--- src/rtl/seg7_scan_capture.sv ---
// Monitors a multiplexed active-high 7-segment bus and rebuilds the BCD value of each digit.
// Outputs register on the accepting edge; the monitor has no backpressure and never stalls the display.
module seg7_scan_capture #(
  parameter int NDIG          = 4,
  parameter int STABLE_CYCLES = 4
) (
  input  logic                 clk,
  input  logic                 rst_n,
  input  logic                 seg_a,
  input  logic                 seg_b,
  input  logic                 seg_c,
  input  logic                 seg_d,
  input  logic                 seg_e,
  input  logic                 seg_f,
  input  logic                 seg_g,
  input  logic [NDIG-1:0]      dig_en,
  output logic                 digit_valid,
  output logic [2:0]           digit_idx,
  output logic [3:0]           digit_val,
  output logic [4*NDIG-1:0]    digits,
  output logic                 frame_valid,
  output logic                 frame_err
);

  localparam int         PW      = NDIG + 7;
  localparam logic [7:0] CNT_MAX = 8'(STABLE_CYCLES);
  localparam logic [7:0] CNT_ACC = 8'(STABLE_CYCLES - 1);

  typedef enum logic {TRACK, HELD} state_t;

  state_t              state, state_nxt;
  logic   [PW-1:0]     s;
  logic   [PW-1:0]     pat;
  logic   [7:0]        cnt, cnt_nxt;
  logic   [NDIG-1:0]   seen, seen_nxt;
  logic   [4*NDIG-1:0] shadow, shadow_nxt;
  logic                err_acc;
  logic                match, qual, accept, frame_done, invalid;
  logic   [3:0]        ones;
  logic   [2:0]        idx;
  logic   [3:0]        dec_val;
  logic   [6:0]        seg;
  logic   [1:0]        rst_sync;
  logic                rst_int_n;

  // Assertion is immediate; release is retimed onto clk before reaching the state.
  always_ff @(posedge clk or negedge rst_n) begin
    if (!rst_n) rst_sync <= 2'b00;
    else        rst_sync <= {rst_sync[0], 1'b1};
  end
  assign rst_int_n = rst_sync[1];

  assign seg = {seg_a, seg_b, seg_c, seg_d, seg_e, seg_f, seg_g};
  assign pat = {dig_en, seg};

  function automatic logic [3:0] decode(input logic [6:0] p);
    logic [3:0] v;
    case (p)
      7'b1111110: v = 4'd0;
      7'b0110000: v = 4'd1;
      7'b1101101: v = 4'd2;
      7'b1111001: v = 4'd3;
      7'b0110011: v = 4'd4;
      7'b1011011: v = 4'd5;
      7'b1011111: v = 4'd6;
      7'b1110000: v = 4'd7;
      7'b1111111: v = 4'd8;
      7'b1111011: v = 4'd9;
      default:    v = 4'hF;
    endcase
    return v;
  endfunction

  always_comb begin
    ones = 4'd0;
    idx  = 3'd0;
    for (int i = 0; i < NDIG; i++) begin
      if (dig_en[i]) begin
        ones = ones + 4'd1;
        idx  = 3'(i);
      end
    end
  end

  assign qual    = (ones == 4'd1);
  assign match   = (pat == s);
  assign dec_val = decode(seg);
  assign invalid = (dec_val == 4'hF);
  assign accept  = (state == TRACK) && match && (cnt == CNT_ACC) && qual;

  // Any change of the bus restarts tracking; a dwell is accepted at most once.
  always_comb begin
    state_nxt = state;
    cnt_nxt   = cnt;
    if (!match) begin
      state_nxt = TRACK;
      cnt_nxt   = 8'd0;
    end else begin
      if (accept) state_nxt = HELD;
      if (cnt != CNT_MAX) cnt_nxt = cnt + 8'd1;
    end
  end

  always_comb begin
    shadow_nxt = shadow;
    for (int i = 0; i < NDIG; i++) begin
      if (3'(i) == idx) shadow_nxt[4*i +: 4] = dec_val;
    end
    seen_nxt   = seen | dig_en;
    frame_done = accept && (&seen_nxt);
  end

  always_ff @(posedge clk or negedge rst_int_n) begin
    if (!rst_int_n) begin
      state <= TRACK;
      s     <= '0;
      cnt   <= 8'd0;
    end else begin
      state <= state_nxt;
      s     <= pat;
      cnt   <= cnt_nxt;
    end
  end

  always_ff @(posedge clk or negedge rst_int_n) begin
    if (!rst_int_n) begin
      seen        <= '0;
      shadow      <= '0;
      err_acc     <= 1'b0;
      digit_valid <= 1'b0;
      digit_idx   <= 3'd0;
      digit_val   <= 4'd0;
      digits      <= '0;
      frame_valid <= 1'b0;
      frame_err   <= 1'b0;
    end else begin
      digit_valid <= accept;
      frame_valid <= frame_done;
      if (accept) begin
        digit_idx <= idx;
        digit_val <= dec_val;
        shadow    <= shadow_nxt;
        if (frame_done) begin
          digits    <= shadow_nxt;
          frame_err <= err_acc | invalid;
          seen      <= '0;
          err_acc   <= 1'b0;
        end else begin
          seen    <= seen_nxt;
          err_acc <= err_acc | invalid;
        end
      end
    end
  end

endmodule

--- config.mk ---
export PLATFORM = sky130hd
export DESIGN_NAME = seg7_scan_capture
export DESIGN_NICKNAME = d
export VERILOG_FILES = /design/src/rtl/seg7_scan_capture.sv
export SDC_FILE = /design/constraint.sdc
export NUM_CORES = 1
export LEC_CHECK = 0
export BUFFER_PORTS_ARGS = -buffer_cell sky130_fd_sc_hd__buf_2
export CAP_MARGIN = 20
export CORE_ASPECT_RATIO = 0.8
export CORE_MARGIN = 4
export CORE_UTILIZATION = 55
export DETAILED_ROUTE_END_ITERATION = 12
export HOLD_SLACK_MARGIN = 0.15
export PLACE_DENSITY = 0.76
export SLEW_MARGIN = 20
export SYNTH_ARGS = -nofsm -noshare
export SYNTH_HDL_FRONTEND = slang
export SYNTH_SLANG_ARGS = --single-unit
--- constraint.sdc ---
create_clock -name clk -period 3.1 [get_ports clk]
set_clock_uncertainty 0.1 [all_clocks]
set_input_delay 0.155 -clock clk [delete_from_list [all_inputs] [get_ports clk]]
set_output_delay 0.155 -clock clk [all_outputs]
set_load 0.01 [all_outputs]
==> impl_metrics.yaml <==
routing:
  ant_nets: 0
  dr.pass1.iters: 4
  wirelength_mm: 6.72
  wl_met3_um: 421
  vias_per_cell: 5.65
  num_vias: 2425
  first_iter_violations: 186
  dr.max_layer_used: "met4"
  drcViolationCount: 0
  wl_per_cell_um: 15.7
  m1WireLength_mm: 3.08
  dr_wl_met2_mm: 3.14
setup_path:
  cp.arrival_ps: 2920
  reg2reg_from: "cnt[5]"
  start_kind: "input port"
  regToRegSetupSlack_ps: 580
  cp_slowest_stage_delay_ps: 520
  cp_cell_sequence: "dlygate4sd3_1 -> buf_2 -> nor2_1 -> a21oi_1 -> ha_1 -> nor2b_1 -> mux4_2 -> and3_1 -> nand3_1 -> mux2_2"
  r2r_cells: 5
  path_class: "in2reg"
  crit_path_top_delay_cell: "dlygate4sd3_1"
  crit_path_end_kind: "register"
  crit_fanout: 14
  reg2reg_to: "shadow[13]"
  crit_path_start: "dig_en[2]"
  required_ps: 3230
sta:
  tns_ps: 0
  fmax_ghz: 0.358
  hold_viol: 0
  tightestPinTransition_ps: 1090
  setup_viol_count_final: 0
  period_needed_ps: 2790
  rsz0062_at_grt: "false"
  finalCritPeriodShare: 0.901
  slew_viol_final: 0
  slew_headroom: 0.275
  final.setup.worst_slack_ps: 305
placement:
  placed_area_mm2: 0.00355
  gp_congestion: 0.806
  dpl.hpwl_mm: 4.62
  pre_cts_ws_ps: 124
  portBuffers: 37
  dp.cells: 400
final_layout:
  instances_no_fill: 429
  diodes: 0
  finish.net_count: 364
  layout-drive-gt1-share: 0.299
  final_cell_area_mm2: 0.00390
  area_delta_synth_final_pct: 17.7
floorplan:
  initial_core_util: 0.587
  core_mm2: 0.00565
  io_pins: 39
  fp.dieH_um: 77.4
  rows: 24
  die_area_mm2: 0.00733
  die_x_um: 94.8
clock_network:
  h-tree-depth: 3
  cts_hold_buf: 13
  clk_latency_ps: 340
  cts_buffer_depth: 2
  cts_resized: 0
  cts_buffers: 9
  numClockSinks: 68
  clkTransAtPathRegs_ps: 70
  cts_root_buf: "clkbuf_8"
  cts_tree: "yes"
  cts_setup_buffers: 0
synthesis:
  synth_area_mm2: 0.00331
  ys_top_cells_by_area: "dfrtp_1 51%, mux2_2 12%, o31ai_1 3.4%"
  avgSynthCellArea_um2: 11.2
  yosysMostFrequentCell: "dfrtp_1"
  ys_types: 50
  synth_top_area_cell: "dfrtp_1"
  async_reset_ff_frac: 1.00
  yosysSeqAreaShare: 0.514
  syn_inst: 295
  synth-seq-cells: 68
  synth_nets: 313
  synth-edff-count: 0
  ys.flop_type: "dfrtp_1"
  synthTopCellsByCount: "68 x dfrtp_1, 34 x mux2_2, 27 x nor2_1"
  yosysTopAreaCellShare: 0.514
  yosysWarnings: 0
global_route:
  overflow: 0
  grt_max_degree: 28
  antenna_found_initial: 0
  grt_pass1_wl_mm: 11.7
  grt_pass1_vias: 2340
  gr-usage-all-layers: 0.206
pwr:
  power.share.switching: 0.218
  peakVddDrop_mv: 0.311
  p_leak_nw: 1.86
  clkPwrFrac: 0.432
  p_int_mw: 1.43
  p_per_area_mw_per_mm2: 468
  p_comb_frac: 0.072
  seqPwrFrac: 0.496
  p_switching_mw: 0.398
  p_total_mw: 1.82
run:
  cap_violations: 0
run_status:
  status: "finished clean"
worst_hold_path:
  hp-class: "reg2async"
[critical path, delay by kind of cell]
family	cells	cell delay, ps
compound gates	1	130
fa+ha+maj	1	250
simple gates	4	990
buf+inv	2	790
mux	2	590
[flip-flops by register name, indices dropped and copies added, names as in the netlist, 2 cells and up]
register and count:
rst_sync 2, digit_idx 2, s 11, cnt 8, digits 16, shadow 16, seen 4, digit_val 4
[cell families (layout without fill, tap and decap cells)]
family	Yosys count	in the layout	share of synthesized area
simple gates	84	84	0.131
flops	68	68	0.514
compound gates	52	52	0.108
mux	38	38	0.131
buf+inv	26	82	0.0397
xor+xnor	20	20	0.0552
fa+ha+maj	5	5	0.0189
other cells	2	2	0.00227
[final cells by class]
| cell class | count | area [µm²] |
|---|---|---|
| Clock buffer | 12 | 145 |
| Tap cell | 78 | 97.6 |
| Inverter | 9 | 33.8 |
| Timing Repair Buffer | 57 | 368 |
| Sequential cell | 68 | 1700 |
| Clock inverter | 4 | 72.6 |
| Multi-Input combinational cell | 201 | 1480 |
| Fill cell | 429 | 1750 |
[worst max path at each step]
stage,cells past startpoint,endpoint
2_1_floorplan,11,digit_val[0]
3_3_place_gp,10,digit_val[2]
3_5_place_dp,10,digit_val[1]
4_1_cts,10,shadow[5]
5_1_grt,10,shadow[6]
6_report,10,shadow[13]
[per-stage QoR]
stage | hold WS, ps | utilization
after detailed placement | -158 | 0.629
after global routing | 244 | 0.691
final | 184 | 0.691
after global placement | -159 | 0.629
after floorplan | -241 | -
after CTS | 204 | 0.691
[power groups by stage]
stage	combinational, mW	clock (mW)	sequential (mW)
2_1_floorplan	0.0759	0	0.928
3_3_place_gp	0.115	0	0.923
3_5_place_dp	0.119	0	0.923
4_1_cts	0.132	0.803	0.906
5_1_grt	0.147	0.853	0.907
6_report	0.131	0.788	0.906
[routing by layer]
metal,GRT usage,up-vias
li1,-,1146
met1,0.296,1196
met2,0.307,74
met3,0.0658,9
met4,0.0490,0
met5,0,-
[cell usage in the layout (no fill, tap or decap), types with 2 or more instances in the layout]
| cell | synthesis | routed |
|---|---|---|
| xnor2_1 | 12 | 12 |
| nand2b_1 | 2 | 2 |
| clkbuf_8 | 0 | 10 |
| bufinv_16 | 0 | 2 |
| mux2_2 | 34 | 34 |
| buf_4 | 1 | 7 |
| conb_1 | 2 | 2 |
| xor2_1 | 7 | 7 |
| nand3_1 | 11 | 11 |
| mux2i_1 | 3 | 3 |
| a31oi_1 | 4 | 4 |
| nand4_1 | 4 | 4 |
| nor2_1 | 27 | 27 |
| dlygate4sd3_1 | 0 | 13 |
| ha_1 | 5 | 5 |
| or2_2 | 2 | 2 |
| clkbuf_1 | 7 | 2 |
| or3_4 | 2 | 2 |
| a21oi_1 | 15 | 15 |
| inv_1 | 9 | 9 |
| o21ai_0 | 6 | 6 |
| dfrtp_1 | 68 | 67 |
| nand2_1 | 14 | 14 |
| nor3_1 | 3 | 3 |
| nor2b_1 | 4 | 4 |
| or3_1 | 2 | 2 |
| buf_2 | 5 | 37 |
| and3_1 | 5 | 5 |
| o31ai_1 | 15 | 15 |
Power figures use the tool's default switching activity.
